$ cat src/rtl/reg_file_fifo_ctrl.sv
// FIFO access controller: drives the write/read ports of a 2^N x BITS register file
// and tracks occupancy, producing a first-word-fall-through FIFO with sticky error flags.
module reg_file_fifo_ctrl #(
    parameter int unsigned N    = 2,
    parameter int unsigned BITS = 4
) (
    input  logic            CLK,
    input  logic            RESET_n,
    input  logic            wr,
    input  logic            rd,
    input  logic            clr_err,
    input  logic [BITS-1:0] data_in,
    output logic [BITS-1:0] data_w,
    output logic [N-1:0]    address_w,
    output logic            WE,
    output logic [N-1:0]    address_r,
    output logic            full,
    output logic            empty,
    output logic [N:0]      count,
    output logic            overflow,
    output logic            underflow
);

    localparam logic [N:0] Depth = (N+1)'(2 ** N);

    logic [N-1:0] wptr_q, wptr_d;
    logic [N-1:0] rptr_q, rptr_d;
    logic [N:0]   count_q, count_d;
    logic         full_q, full_d;
    logic         empty_q, empty_d;
    logic         overflow_q, overflow_d;
    logic         underflow_q, underflow_d;
    logic         do_wr, do_rd;

    // Qualify against the registered flags so a full FIFO never passes a write through.
    assign do_wr = wr & ~full_q;
    assign do_rd = rd & ~empty_q;

    always_comb begin
        wptr_d      = wptr_q;
        rptr_d      = rptr_q;
        count_d     = count_q;
        overflow_d  = overflow_q;
        underflow_d = underflow_q;

        if (do_wr) begin
            wptr_d = wptr_q + 1'b1;
        end
        if (do_rd) begin
            rptr_d = rptr_q + 1'b1;
        end
        count_d = count_q + (N+1)'(do_wr) - (N+1)'(do_rd);

        full_d  = (count_d == Depth);
        empty_d = (count_d == '0);

        // A set event outranks a clear in the same cycle.
        if (wr & full_q) begin
            overflow_d = 1'b1;
        end else if (clr_err) begin
            overflow_d = 1'b0;
        end
        if (rd & empty_q) begin
            underflow_d = 1'b1;
        end else if (clr_err) begin
            underflow_d = 1'b0;
        end
    end

    always_ff @(posedge CLK or negedge RESET_n) begin
        if (!RESET_n) begin
            wptr_q      <= '0;
            rptr_q      <= '0;
            count_q     <= '0;
            full_q      <= 1'b0;
            empty_q     <= 1'b1;
            overflow_q  <= 1'b0;
            underflow_q <= 1'b0;
        end else begin
            wptr_q      <= wptr_d;
            rptr_q      <= rptr_d;
            count_q     <= count_d;
            full_q      <= full_d;
            empty_q     <= empty_d;
            overflow_q  <= overflow_d;
            underflow_q <= underflow_d;
        end
    end

    assign data_w    = data_in;
    assign WE        = do_wr;
    assign address_w = wptr_q;
    assign address_r = rptr_q;
    assign full      = full_q;
    assign empty     = empty_q;
    assign count     = count_q;
    assign overflow  = overflow_q;
    assign underflow = underflow_q;

endmodule
$ cat config.mk
export PLATFORM = sky130hd
export DESIGN_NAME = reg_file_fifo_ctrl
export DESIGN_NICKNAME = d
export VERILOG_FILES = /design/src/rtl/reg_file_fifo_ctrl.sv
export SDC_FILE = /design/constraint.sdc
export NUM_CORES = 1
export LEC_CHECK = 0
export ABC_AREA = 1
export CELL_PAD_IN_SITES_DETAIL_PLACEMENT = 0
export CELL_PAD_IN_SITES_GLOBAL_PLACEMENT = 1
export CORE_MARGIN = 2
export CORE_UTILIZATION = 30
export DETAILED_ROUTE_END_ITERATION = 8
export HOLD_SLACK_MARGIN = 0.06
export PLACE_DENSITY_LB_ADDON = 0.1
export SYNTH_ARGS = -nofsm -noshare
export SYNTH_HDL_FRONTEND = slang
export SYNTH_SLANG_ARGS = --single-unit
$ cat constraint.sdc
create_clock -name CLK -period 6.9 [get_ports CLK]
set_clock_uncertainty 0.2 [all_clocks]
set_input_delay 1.38 -clock CLK [delete_from_list [all_inputs] [get_ports CLK]]
set_output_delay 1.38 -clock CLK [all_outputs]
set_load 0.01 [all_outputs]
==> metrics.yaml <==
layout:
  fin_cells: 97
  area_growth_pct: 34.48
  drive_above_1_share: 0.1944
  diodes: 0
  fin_nets: 85
  postLayoutCoreUtil: 0.4286
die:
  rows: 15
  die_h_um: 46.60
  die_area_um2: 2171
  die_w_um: 46.60
  io_pins: 25
  initial_core_util: 0.3187
  design.core.area_um2: 1708
synth:
  synth-main-ff-cell: "dfrtp_1"
  synth_enable_flop_cells: 0
  synthDistinctLibCells: 17
  syn_area_per_cell_um2: 9.719
  yosysSeqAreaShare: 0.5080
  synth_top_cell_by_area: "dfrtp_1"
  synth_commonest_cells: "inv_1 (12), dfrtp_1 (10), nand2_2 (6), nand2_1 (5), buf_4 (4)"
  ys_ff_latch: 11
  synthCells: 56
  synthMostInstantiatedCell: "inv_1"
  async_flop_share: 1.000
  yosysWarningCount: 0
  synth.cell_area_um2: 544.3
  synth_nets: 68
  synth_area_leaders: "dfrtp_1 (46%), inv_1 (8.3%), nand2_2 (6.9%), buf_4 (5.5%), dfstp_2 (4.8%)"
  synth_top_area_share: 0.4598
global_routing:
  grt_overflow: 0
  grt_pass1_wl_um: 1524
  grt_pass1_vias: 364
  grt.total_usage: 0.1049
  grt_max_degree: 12
  antenna_found_initial: 0
job:
  cap_violations: 0
drt:
  vias: 370
  via_per_inst: 3.814
  dr.pass1.iters: 3
  ant_nets: 0
  routed_wl_um: 894
  drtIter0Drc: 6
  drc_errors: 0
  wl_per_cell_um: 9.216
timing:
  clock.fmax_mhz: 239.4
  worst_pin_slew_ns: 0.4935
  setup_ws_ns: 2.724
  rsz0062_at_grt: "no"
  post-route-period-util: 0.6053
  setup_viol_count_final: 0
  finalMaxSlewViolations: 0
  post-route-min-period_ns: 4.176
  setup_tns_ns: 0
  slew_headroom: 0.6699
  hold_viol: 0
clock_network:
  cts_num_sinks: 11
  cts_tree: "done"
  ctsHtreeMaxLevel: 1
  cts.reportedPaths.clkPinSlew_ns: 0.07
  clk-insertion-delay-late_ns: 0.26
  clockBufferDepth: 2
  post_cts_buffers: 0
  ctsHoldBuffers: 0
  cts_resized: 0
  cts_root_buf: "clkbuf_4"
  cts_buffers: 3
place:
  gp_congestion: 0.6668
  dp_cells: 93
  port_buffers: 16
  dp_hpwl_um: 739
  dp_slack_ns: 2.715
power:
  power_mw: 0.3336
  ir_drop_uv: 185.7
  leakagePower_nw: 0.3503
  pwr_density_cell_nw_per_um2: 455.7
worst_hold_path:
  hold_path_depth: 1
  min_path_type: "reg -> reg"
critical_path:
  rr_worst_depth: 11
  crit_arrival_ns: 2.60
  start_kind: "input pin"
  crit_type: "in -> out"
  worst-endpoint-required_ns: 5.32
  worstPathMaxFanout: 4
  worstSetupEndpointType: "primary output"
outcome:
  status: "finished, final reports clean"
-- flip-flops by register name (all words and copies together) (netlist names) --
name,flops
overflow,1
address_w,2
full,1
count,3
empty,1
address_r,2
underflow,1
-- metrics by stage --
stage	hold slack, ns	instance area, um^2
floorplan	0.3039	544.3
global placement	0.2546	705.7
detailed placement	0.2602	705.7
CTS	0.2714	732.0
global route	0.2914	732.0
finish	0.2689	732.0
-- path summary, 6_finish.rpt --
kind / from / end / slack, ns
max: wr / WE / 2.72
min: address_r[1] / address_r[1] / 0.27
max reg2reg: empty / full / 4.54
min reg2reg: address_r[1] / address_r[1] / 0.27
max in group asynchronous: RESET_n / empty / 4.90
min in group asynchronous: RESET_n / count[1] / 1.25
-- layout make-up --
class / count / area [um^2]
clock buffer: 4 / 26.28
fill: 176 / 975.9
inverter: 13 / 48.80
multi-input combinational: 28 / 188.9
sequential: 11 / 276.5
tap: 25 / 31.28
timing repair buffer: 16 / 160.2
-- layout by cell type, fill, tap and decap left out, drive strengths merged --
cell	n
ha	2
dfrtp	10
fa	1
nor2	6
xnor2	1
inv	13
dfstp	1
or2	1
nand3	2
xor2	2
nand2	11
o21ai	2
clkdlybuf4s50	16
clkbuf	4
-- critical path, stage by stage --
cell and delay [ns]:
clkdlybuf4s50_1 0.49, inv_2 0.05, nor2_4 0.12, clkdlybuf4s50_1 0.55
-- power by group --
group / switching [mW] / internal [mW] / leakage [nW] / total (mW)
Combinational: 0.0842 / 0.0901 / 0.203 / 0.174
Sequential: 0.0223 / 0.0947 / 0.132 / 0.117
Clock: 0.0200 / 0.0223 / 0.0150 / 0.0423
-- kinds of logic after synthesis --
family	Yosys count	synth area share
simple gates	20	0.1977
xor+xnor	3	0.04828
flops	11	0.5081
buf+inv	17	0.1448
fa+ha+maj	3	0.08275
compound gates	2	0.01839
-- layer usage --
metal	up-vias	global-route usage	part of all wire
met2	13	0.1333	0.43
met5	-	0	0
met4	0	0.08571	0.021
met1	164	0.1473	0.48
met3	2	0.02353	0.070
li1	191	-	-
Note: power is estimated with default switching activity, not from simulation.
